--- src/rtl/master_port.sv ---
// Purpose: serialises one parallel request into address, slave ack, write/read byte, completion on the B_* bus.
// Latency: accept to M_DONE = 16 address + ack wait + 8 data (+ ack wait for writes) + 1 cycles.
// Backpressure: M_READY only in IDLE; B_SBSY holds off acceptance; a missing ack aborts with an M_ERR pulse.
module master_port #(
    parameter int ADDR_WIDTH  = 16,
    parameter int DATA_WIDTH  = 8,
    parameter int ACK_TIMEOUT = 8
) (
    input  logic                  CLK,
    input  logic                  RSTN,
    input  logic                  M_EXECUTE,
    input  logic                  M_RW,
    input  logic [ADDR_WIDTH-1:0] M_ADDR,
    input  logic [DATA_WIDTH-1:0] M_DIN,
    output logic                  M_READY,
    output logic [DATA_WIDTH-1:0] M_DOUT,
    output logic                  M_DONE,
    output logic                  M_ERR,
    output logic                  AD_SEL,
    output logic                  B_RW,
    output logic                  B_BUS_OUT,
    input  logic                  B_ACK,
    input  logic                  B_SBSY,
    input  logic                  B_BUS_IN
);

    localparam int AW = $clog2(ADDR_WIDTH);
    localparam int DW = $clog2(DATA_WIDTH);
    localparam logic [4:0] ADDR_LAST = 5'(ADDR_WIDTH - 1);
    localparam logic [4:0] DATA_LAST = 5'(DATA_WIDTH - 1);
    localparam logic [4:0] ACK_LAST  = 5'(ACK_TIMEOUT - 1);

    typedef enum logic [2:0] {
        IDLE, ADDRESS, ACK_A, WRITE, READ, ACK_W, DONE
    } state_t;

    state_t                state, state_nxt;
    logic [4:0]            cnt, cnt_nxt;
    logic [ADDR_WIDTH-1:0] addr_q;
    logic [DATA_WIDTH-1:0] data_q, rdata_q, rdata_upd;
    logic                  rw_q, rw_nxt;
    logic                  ack_seen;
    logic                  accept, in_ack, ack_fall, err_nxt, bus_out_nxt;

    assign accept   = (state == IDLE) && M_EXECUTE && !B_SBSY;
    assign in_ack   = (state == ACK_A) || (state == ACK_W);
    assign ack_fall = in_ack && ack_seen && !B_ACK;

    always_comb begin
        state_nxt = state;
        cnt_nxt   = cnt + 5'd1;
        err_nxt   = 1'b0;
        case (state)
            IDLE:    if (accept) state_nxt = ADDRESS;
            ADDRESS: if (cnt == ADDR_LAST) state_nxt = ACK_A;
            ACK_A, ACK_W: begin
                // A falling edge on the final counted cycle still wins over the timeout.
                if (ack_fall) begin
                    if (state == ACK_W) state_nxt = DONE;
                    else                state_nxt = rw_q ? WRITE : READ;
                end else if (cnt == ACK_LAST) begin
                    state_nxt = IDLE;
                    err_nxt   = 1'b1;
                end
            end
            WRITE:   if (cnt == DATA_LAST) state_nxt = ACK_W;
            READ:    if (cnt == DATA_LAST) state_nxt = DONE;
            DONE:    state_nxt = IDLE;
            default: state_nxt = IDLE;
        endcase
        if (state_nxt != state || state == IDLE) cnt_nxt = 5'd0;
    end

    always_comb begin
        bus_out_nxt = 1'b0;
        if (state_nxt == ADDRESS)
            bus_out_nxt = accept ? M_ADDR[0] : addr_q[cnt_nxt[AW-1:0]];
        else if (state_nxt == WRITE)
            bus_out_nxt = data_q[cnt_nxt[DW-1:0]];
    end

    always_comb begin
        rdata_upd = rdata_q;
        rdata_upd[cnt[DW-1:0]] = B_BUS_IN;
        rw_nxt = accept ? M_RW : rw_q;
        if (state_nxt == IDLE || state_nxt == DONE) rw_nxt = 1'b0;
    end

    always_ff @(posedge CLK or negedge RSTN) begin
        if (!RSTN) begin
            state     <= IDLE;
            cnt       <= 5'd0;
            addr_q    <= '0;
            data_q    <= '0;
            rdata_q   <= '0;
            rw_q      <= 1'b0;
            ack_seen  <= 1'b0;
            M_READY   <= 1'b1;
            M_DOUT    <= '0;
            M_DONE    <= 1'b0;
            M_ERR     <= 1'b0;
            AD_SEL    <= 1'b0;
            B_RW      <= 1'b0;
            B_BUS_OUT <= 1'b0;
        end else begin
            state    <= state_nxt;
            cnt      <= cnt_nxt;
            if (accept) begin
                addr_q <= M_ADDR;
                data_q <= M_DIN;
                rw_q   <= M_RW;
            end
            // Remembers that the slave raised ACK since entering the current ack wait.
            ack_seen <= in_ack && (state_nxt == state) && (ack_seen || B_ACK);
            if (state == READ) begin
                rdata_q <= rdata_upd;
                if (state_nxt == DONE) M_DOUT <= rdata_upd;
            end
            M_READY   <= (state_nxt == IDLE);
            M_DONE    <= (state_nxt == DONE);
            M_ERR     <= err_nxt;
            AD_SEL    <= (state_nxt == ADDRESS);
            B_RW      <= rw_nxt;
            B_BUS_OUT <= bus_out_nxt;
        end
    end

endmodule

--- config.mk ---
export PLATFORM = sky130hd
export DESIGN_NAME = master_port
export DESIGN_NICKNAME = d
export VERILOG_FILES = /design/src/rtl/master_port.sv
export SDC_FILE = /design/constraint.sdc
export NUM_CORES = 1
export LEC_CHECK = 0
export ABC_CLOCK_PERIOD_IN_PS = 2560
export CAP_MARGIN = 20
export CORE_MARGIN = 1.5
export CORE_UTILIZATION = 31
export DETAILED_ROUTE_END_ITERATION = 10
export SLEW_MARGIN = 20
export SYNTH_ARGS = -nofsm -noshare
export SYNTH_HDL_FRONTEND = slang
export SYNTH_SLANG_ARGS = --single-unit
--- constraint.sdc ---
create_clock -name CLK -period 2.56 [get_ports CLK]
set_input_delay 0.512 -clock CLK [delete_from_list [all_inputs] [get_ports CLK]]
set_output_delay 0.512 -clock CLK [all_outputs]
set_load 0.005 [all_outputs]
# Word-level counts from Yosys, hierarchy flattened
# Index checks and enable logic that the tools add are counted.
# word_totals
regBits	56
latch_bits	0
ram_bits	0
romBits	0
input_bits	31
output_inout_bits	14
mem_count	0
# op_classes
add_sub_neg	1
mul	0
div_mod_pow	0
magnitude_cmp	4
eq_ne	12
shifts	0
mux	25
bitwise_logic	0
reduce_logical	17
# ops
cell	count
$mux W3	8
$pmux W3 S5	1
$mux W1	11
$eq A3 B2 Y1 const B	3
$eq A3 B3 Y1 const B	3
$bwmux W8	1
$lt A3 B4 Y1 const B	2
$logic_and A1 B1 Y1	7
$eq A3 B1 Y1 const B	2
$logic_not A3 Y1	2
$add A5 B1 Y5 const B	1
$eq A5 B3 Y1 const B	1
$eq A5 B4 Y1 const B	1
$lt A4 B5 Y1 const B	1
$mux W5	1
$bmux W1 S4	1
$logic_or A1 B1 Y1	4
$bmux W1 S3	1
$demux W1 S3	1
$eq A3 B3 Y1	1
$ge A3 B1 Y1 const B	1
$ne A3 B3 Y1	1
$logic_not A1 Y1	2
$reduce_and A2 Y1	1
$reduce_or A2 Y1	1

# Logic depth before layout (Yosys ltp)
# Gate-level depths: netlist of run 1.
# depth
ltp_word	13
ltp_mapped	11
depth_no_buf	10

# Least setup slack after synthesis of run 1
# Ideal clock, no wire load.
# synth_path
path_kind	register to register
startpoint	register cnt[1]
endpoint	register B_BUS_OUT
setup_time_ns	0.131
arrival_ns	2.130
t_required_ns	2.429
setup_slack_ns	0.299
stages_incl_launch_ff	12
path_buffers	1
path_cell_list	dfrtp_1 > ha_1 > and3_1 > ha_1 > nor2b_1 > o21a_1 > o21ai_0 > nand4bb_1 > buf_6 > nor2b_4 > o311ai_2 > o21ai_1
# synth_between
elab_chain_cells	11
# synth_rtl
item	line_no	source
from (decl)	38	logic [4:0] cnt, cnt_nxt;
from (signal assigned)	107	cnt <= cnt_nxt;
$eq A5 B3 Y1	61, 66, 67	
$mux W3	61	end else if (cnt == ACK_LAST) begin
$mux W3	58	if (ack_fall) begin
$pmux W3 S5	53	case (state)
$ne A3 B3 Y1	71	if (state_nxt != state || state == IDLE) cnt_nxt = 5'd0;
$logic_or A1 B1 Y1	71	
$mux W5	71	
$bmux W1 S4 / $bmux W1 S3 (equally long branches)	77, 79	
$mux W1 (on tied branches)	77, 79	
$mux W1 (on tied branches)	77, 78	
$mux W1 (*)	76	if (state_nxt == ADDRESS)
net bus_out_nxt	43	logic accept, in_ack, ack_fall, err_nxt, bus_out_nxt;
to (signal assigned)	124	B_BUS_OUT <= bus_out_nxt;
to (decl)	21	output logic B_BUS_OUT,
# Mark *: on every way through the listed nets, which the timed path passes. The rest lies on a longest branch. The select of a mux whose other input is x is not followed.
# A chain may end at the register's enable or synchronous reset.

# Worst setup path after layout of run 1
# layout_path
startpoint	input port B_ACK
endpoint	register B_BUS_OUT
# layout_between
elab_chain_cells	11
# layout_rtl
item	line_no	source
from (decl)	22	input logic B_ACK,
$logic_not A1 Y1 (*)	47	assign ack_fall = in_ack && ack_seen && !B_ACK;
$logic_and A1 B1 Y1 (*)	47	
$mux W3 (*)	58	
$pmux W3 S5 (*)	53	
$ne A3 B3 Y1	71	
$logic_or A1 B1 Y1	71	
$mux W5	71	
$bmux W1 S4 / $bmux W1 S3 (equally long branches)	77, 79	
$mux W1 (on tied branches)	77, 79	
$mux W1 (on tied branches)	77, 78	
$mux W1 (*)	76	
net bus_out_nxt	43	
# Marked as above.

==> run metrics, run 1 <==
total routed wirelength about 5700 µm; Worst R2R Setup Slack 0.28 ns; count of pins over their slew limit 0; Largest delay share family, worst path buffers and inverters; vias in the first global route roughly 2100; Post-CTS Setup Inserts 0; slowest stage delay, CP 0.42 ns; Placer Congestion about 0.83; Mapped Nets approximately 320; post-DP HPWL roughly 4000 µm; fillers between 800 and 900; Data arrival, critical path between 2 and 3 ns; layout cell share with drive strength beyond 1 between 10% and 20%; Tmin final between 2 and 2.5 ns; Setup Skew roughly 0.0062 ns; antenna-violating nets left 0; initial antenna violation count 0; most frequent cells in the layout 92 x nand2_1, 55 x dfrtp_1, 43 x clkdlybuf4s50_1; Yosys cell types 47; Post-synth EDFFs 0; Most used DFF post-synth dfrtp_1; post-synthesis cell count slightly below 300; Max Freq 432 MHz; total gr overflow 0; CP dominant cell by count buf_4; Routed wire per std cell around 13 µm; Ys Warns 0; Die X between 90 and 100 µm; n_diodes 0; Final Hold Vio Count 0; Die Y-Extent 96.7 µm; clock buffer count from CTS 5; DRT iter0 DRCs 82; Worst EP required around 2.8 ns; average size of a mapped cell roughly 9.4 µm²; Max Cap Violations 0; endpoints failing setup 0; crit-path cells clkdlybuf4s50_1 > buf_4 > nor4b_1 > a21oi_1 > o22ai_1 > nand4bb_1 > buf_4 > a211oi_2 > o311ai_2 > o21ai_1; #FFs+latches synth 56; status finished clean; async set-reset flop share out of synthesis 100%; DRT Pass-1 Iters 4; number of cells on the critical path 10; DP Worst Slack -0.0551 ns; Row Count 34; Reg2Reg Depth 11; Top-Level Pins between 40 and 50; via count ~2100; initial core utilization between 30% and 40%; Critical R2R Capture B_BUS_OUT$_DFF_PN0_; min-delay worst type primary input to asynchronous set/reset pin; WP buf/inv 3; clock sinks 56; H-Tree Depth 2; RSZ-0062 raised after global routing no; CTS tree yes; Slew @ Worst Pin 0.717 ns; area of the core 8640 µm²; power density over the cells roughly 980 nW/µm²; Critical Path Slowest Stage Cell clkdlybuf4s50_1; final setup margin approximately 0.24 ns; area of the mapped netlist roughly 2700 µm²; commonest non-fill, non-tap cell in the layout nand2_1; largest net degree at the start of global routing 57; # port buffers 44; clk_lat worst skew around 0.31 ns; final core occ 39.8%; Root Buffer clkbuf_8; global-route wire length before repair between 9000 and 10000 µm; nets around 370; VDD IR max between 0.3 and 0.4 mV; Final Cycle Share between 90% and 100%; Synth-to-Final Area Change 26.1%; post-synthesis sequential area ratio 51.5%; Die Area between 9000 and 10000 µm²; CTS max path bufs 2; crit start category primary input; Hold-fix buffers, CTS 0; Crit. End Element flip-flop; clock slew at reported path FFs ~0.1 ns; GRT Overall Usage between 10% and 20%; Power Total between 3000 and 4000 µW; vias per cell around 4.7; Slew HR a little over half; Setup CP Type primary input to flip-flop; # DRC 0; Max FO, Critical Path 4; LEAKAGE approximately 0.0015 µW; r2r startpoint cnt[0]$_DFF_PN0_
-- layer usage --
metal / global-route usage (%) / vias to the layer above / share of wire [%]
li1: - / 1077 / -
met1: 17.2 / 962 / 48
met2: 20.5 / 42 / 47
met3: 2.75 / 7 / 3.4
met4: 3.68 / 0 / 1.0
met5: 0 / - / 0
-- final cells by class --
cell class / count / area (µm²) / share of cell area, %
multi-input combinational: 213 / 1220 / 35.5
inverter: 6 / 22.5 / 0.655
tap: 108 / 135 / 3.93
sequential: 56 / 1400 / 40.8
timing repair buffer: 57 / 533 / 15.5
clock buffer: 6 / 82.6 / 2.40
clock inverter: 2 / 38.8 / 1.13
-- timing repair --
item | CTS | global route
gates resized for setup | 0 | 1
setup endpoints to repair | 0 | 1
hold endpoints to repair | 0 | 0
-- sequential cells by signal, indices dropped and copies added (netlist names), 3 cells and up --
register / flops
cnt: 5
state: 3
rdata_q: 8
addr_q: 16
M_DOUT: 8
data_q: 8
-- synth_stat cells, types with 2 or more instances --
cell       instances  area share [%]
nand3_1            2            0.37
mux2_2             2            0.83
a31oi_1            2            0.46
a21oi_1           13             2.4
mux4_2             3             2.5
nand4bb_1          2            0.83
and2_1             2            0.46
nor3b_1            4             1.1
buf_2              2            0.37
buf_6              2            0.83
clkbuf_1          11             1.5
nand3b_1           5             1.4
and3_1             2            0.46
ha_1               2            0.92
nand4b_1           2            0.64
nor2b_1            6             1.4
inv_1              5            0.69
o21a_1             2            0.55
nor3_1             5            0.92
nor2_1            17             2.3
nand2_1           92              13
mux2i_1           11             4.0
o21ai_0           14             2.6
xnor2_1            2            0.64
dfrtp_1           55              51
a21boi_0           2            0.55
o22ai_1            2            0.46
nand2b_1           3            0.69
-- kinds of logic (layout without fill, tap and decap cells) --
kind of cell / Yosys count / count (layout) / synth area share, %
adder cells (fa/ha/maj): 2 / 2 / 0.919
buffers and inverters: 22 / 71 / 3.67
multiplexers: 16 / 16 / 7.35
AO/OA/AOI/OAI: 44 / 44 / 10.2
AND/OR/NAND/NOR: 149 / 149 / 25.8
XOR/XNOR: 2 / 2 / 0.643
flip-flops: 56 / 56 / 51.5
-- how the worst max path moves through the flow --
stage / startpoint / endpoint / slack (ns)
finish: B_ACK / B_BUS_OUT$_DFF_PN0_ / 0.24
global route: cnt[0]$_DFF_PN0_ / B_BUS_OUT$_DFF_PN0_ / 0.05
CTS: cnt[0]$_DFF_PN0_ / B_BUS_OUT$_DFF_PN0_ / 0.22
detailed placement: B_ACK / B_BUS_OUT$_DFF_PN0_ / -0.06
global placement: B_ACK / B_BUS_OUT$_DFF_PN0_ / 0.004
floorplan: cnt[1]$_DFF_PN0_ / B_BUS_OUT$_DFF_PN0_ / 0.30
-- stage by stage --
step	cell area (µm²)	setup TNS [ns]	hold slack [ns]	cells
detailed placement	3310	-0.0551	0.461	440
global placement	3310	0	0.458	440
global route	3440	0	0.393	448
floorplan	2720	0	0.216	291
CTS	3440	0	0.363	448
finish	3440	0	0.334	448
-- worst reg2reg max path, stage by stage (launching register included) --
cell	delay [ns]
dfrtp_1	0.40
ha_1	0.25
and3_1	0.20
ha_1	0.19
nor2b_1	0.14
o21a_1	0.18
o21ai_1	0.15
nand4bb_1	0.16
buf_4	0.18
a211oi_2	0.16
o311ai_2	0.12
o21ai_1	0.08
-- report_power, final --
group | internal, µW | leakage [µW] | switching (µW) | total (µW)
clock | 320 | 0.0000614 | 294 | 614
sequential | 1180 | 0.000648 | 187 | 1370
combinational | 670 | 0.000836 | 704 | 1370
total | 2170 | 0.00154 | 1190 | 3350
Power figures use the tool's default switching activity.
==> inputs of run 2 (changes only) <==
- HOLD_SLACK_MARGIN: default -> 0.06
==> results of run 2 <==
Final layout, timing and power as in run 1 (identical DEF).
==> inputs of run 3 (changes only) <==
- CORE_UTILIZATION: 31 -> 40
==> run 3 against run 2 <==
Against the previous run:
- the run now ends with design-rule violations left
- sequential power hardly changed
- core utilization is 13 points higher
- die area is 22% lower
- global-route usage is 3.6 points higher
- register-to-register slack worse by 0.06 ns
- critical path type is now flip-flop to flip-flop
- critical endpoint unchanged
- largest cell class unchanged
- highest routed layer unchanged
==> run metrics, run 3 (synthesized netlist as in run 1, its figures left out) <==
initial core utilization 42.2% (+11 points); vias in the first global route 2133 (+0.85%); layout cell share with drive strength beyond 1 9.44% (-0.56 points); area of the core 6460 µm² (-25%); DRT Pass-1 Iters 7 (+3); Die Y-Extent 85.5 µm (-12%); via count 2122 (+1.6%); Max Freq 427 MHz (-1.1%); GRT Overall Usage 16.3% (+3.6 points); WP buf/inv 1 (-2); crit start category flip-flop; max reg flops 16 (unchanged); Tmin final 2.34 ns (+0.0258 ns); clk_lat worst skew 0.31 ns (about the same); share of power burned in the clock network 19.7% (+1.4 points); failing checks design-rule violations; Max FO, Critical Path 4 (unchanged); VDD IR max 0.378 mV (+22%); Die X 85.5 µm (-12%); clock sinks 56 (unchanged); slowest stage delay, CP 0.40 ns (-0.02 ns); clock buffer count from CTS 5 (unchanged); Routed wire per std cell 13.0 µm (+1.8%); min-delay worst type primary input to asynchronous set/reset pin; n_diodes 0 (unchanged); switching share of total power 34.3% (-1.1 points); Worst EP required 2.80 ns (+0.05 ns); internal power 2240 µW (+3.3%); Hold-fix buffers, CTS 0 (unchanged); total gr overflow 0 (unchanged); RSZ-0062 raised after global routing no; Critical Path Slowest Stage Cell dfrtp_1; Data arrival, critical path 2.58 ns (+0.07 ns); Max Cap Violations 0 (unchanged); sequential cell area 1400 µm² (unchanged); Largest Register addr_q; Die Area 7310 µm² (-22%); Reg power frac 40.0% (-0.7 points); CTS max path bufs 2 (unchanged); crit-path cells ha_1 > and3_1 > ha_1 > nor2b_1 > o21a_1 > o21ai_0 > nand4bb_1 > buf_4 > a211oi_2 > o311ai_2 > o21ai_1; antenna-violating nets left 0 (unchanged); fillers 601 (-30%); Power Total 3410 µW (+1.6%); Synth-to-Final Area Change 25.3%; Largest delay share family, worst path compound AO/OA/AOI/OAI gates; clock slew at reported path FFs 0.10 ns (about the same); Setup CP Type flip-flop to flip-flop; status complete, but fails checks; Final Cycle Share 91.4% (+1.0 points); vias per cell 5.10 (+9.4%); # DRC 2 (+2); combinational fraction of design power 40.3% (-0.7 points); LEAKAGE 0.00155 µW (+0.25%); total routed wirelength 5390 µm (-5.4%); endpoints failing setup 0 (unchanged); post-DP HPWL 3890 µm (-2.4%); Slew HR 60.4% (+8.2 points); Crit. End Element flip-flop; CP dominant cell by count ha_1; Root Buffer clkbuf_8; Post-CTS Setup Inserts 0 (unchanged); Final Hold Vio Count 0 (unchanged); Reg2Reg Depth 11 (unchanged); most frequent cells in the layout 92 x nand2_1, 55 x dfrtp_1, 43 x clkdlybuf4s50_1; Top-Level Pins 45 (unchanged); post-cts repair resize count 0 (unchanged); Sw Pwr 1170 µW (-1.5%); Placer Congestion 0.857 (+3.2%); power density over the cells 999 nW/µm² (+2.3%); CTS tree yes; global-route wire length before repair 9650 µm (-1.6%); H-Tree Depth 2 (unchanged); Multi-input gate area 1220 µm² (unchanged); Placed Instances 408 (-7.3%); Row Count 29 (-15%); nets 371 (-0.27%); Slew @ Worst Pin 0.594 ns (-0.123 ns); count of pins over their slew limit 0 (unchanged); DRT iter0 DRCs 113 (+38%); largest net degree at the start of global routing 33 (-42%); commonest non-fill, non-tap cell in the layout nand2_1; # port buffers 44 (unchanged); initial antenna violation count 0 (unchanged); Setup Skew 0.00606 ns (-0.000141 ns); number of cells on the critical path 11 (+1); Finished Layout Cells 416 (-7.1%)
[run 3: cell count changes in the layout (fill, tap and decap cells not counted), sizes merged]
cell and delta:
buf -1, bufinv +1, clkinv -1
[run 3: cell type report]
type                       instances  share of cell area, %
tap                               77                   2.82
sequential                        56                   41.1
clock inverter                     2                   1.76
timing repair buffer              56                   15.8
multi-input combinational        213                   35.8
clock buffer                       6                   2.13
inverter                           6                  0.660
[run 3: path summary, 6_finish.rpt]
| path | from | to | slack [ns] |
|---|---|---|---|
| setup reg to reg | cnt[0]$_DFF_PN0_ | B_BUS_OUT$_DFF_PN0_ | 0.22 |
| max in group asynchronous | RSTN | addr_q[7]$_DFFE_PN0P_ | 1.79 |
| setup / recovery | cnt[0]$_DFF_PN0_ | B_BUS_OUT$_DFF_PN0_ | 0.22 |
| min in group CLK | addr_q[14]$_DFFE_PN0P_ | addr_q[14]$_DFFE_PN0P_ | 0.48 |
| hold / removal | RSTN | rw_q$_DFF_PN0_ | 0.20 |
| hold reg to reg | addr_q[14]$_DFFE_PN0P_ | addr_q[14]$_DFFE_PN0P_ | 0.48 |
[run 3: power by group through the flow]
stage	Combinational (µW)	Clock (µW)	Sequential, µW
2_1_floorplan	1020	0	1320
3_3_place_gp	1360	0	1380
3_5_place_dp	1370	0	1380
4_1_cts	1380	693	1360
5_1_grt	1550	726	1410
6_report	1370	673	1360
[run 3: per-layer routing]
metal | global-route usage, % | part of all wire (%) | vias up
li1 | - | - | 1069
met1 | 22.1 | 48 | 996
met2 | 26.6 | 46 | 47
met3 | 3.37 | 4.2 | 10
met4 | 4.99 | 1.6 | 0
met5 | 0 | 0 | -
[run 3: per-stage QoR]
stage | TNS [ns] | utilization, % | setup WS (ns) | hold WS, ns | area, µm²
floorplan | 0 | - | 0.299 | 0.216 | 2720
global placement | 0 | 50.8 | 0.00140 | 0.457 | 3280
detailed placement | -0.0687 | 50.8 | -0.0687 | 0.462 | 3280
CTS | 0 | 52.8 | 0.203 | 0.216 | 3410
global route | 0 | 52.8 | 0.0275 | 0.240 | 3410
finish | 0 | 52.8 | 0.219 | 0.198 | 3410
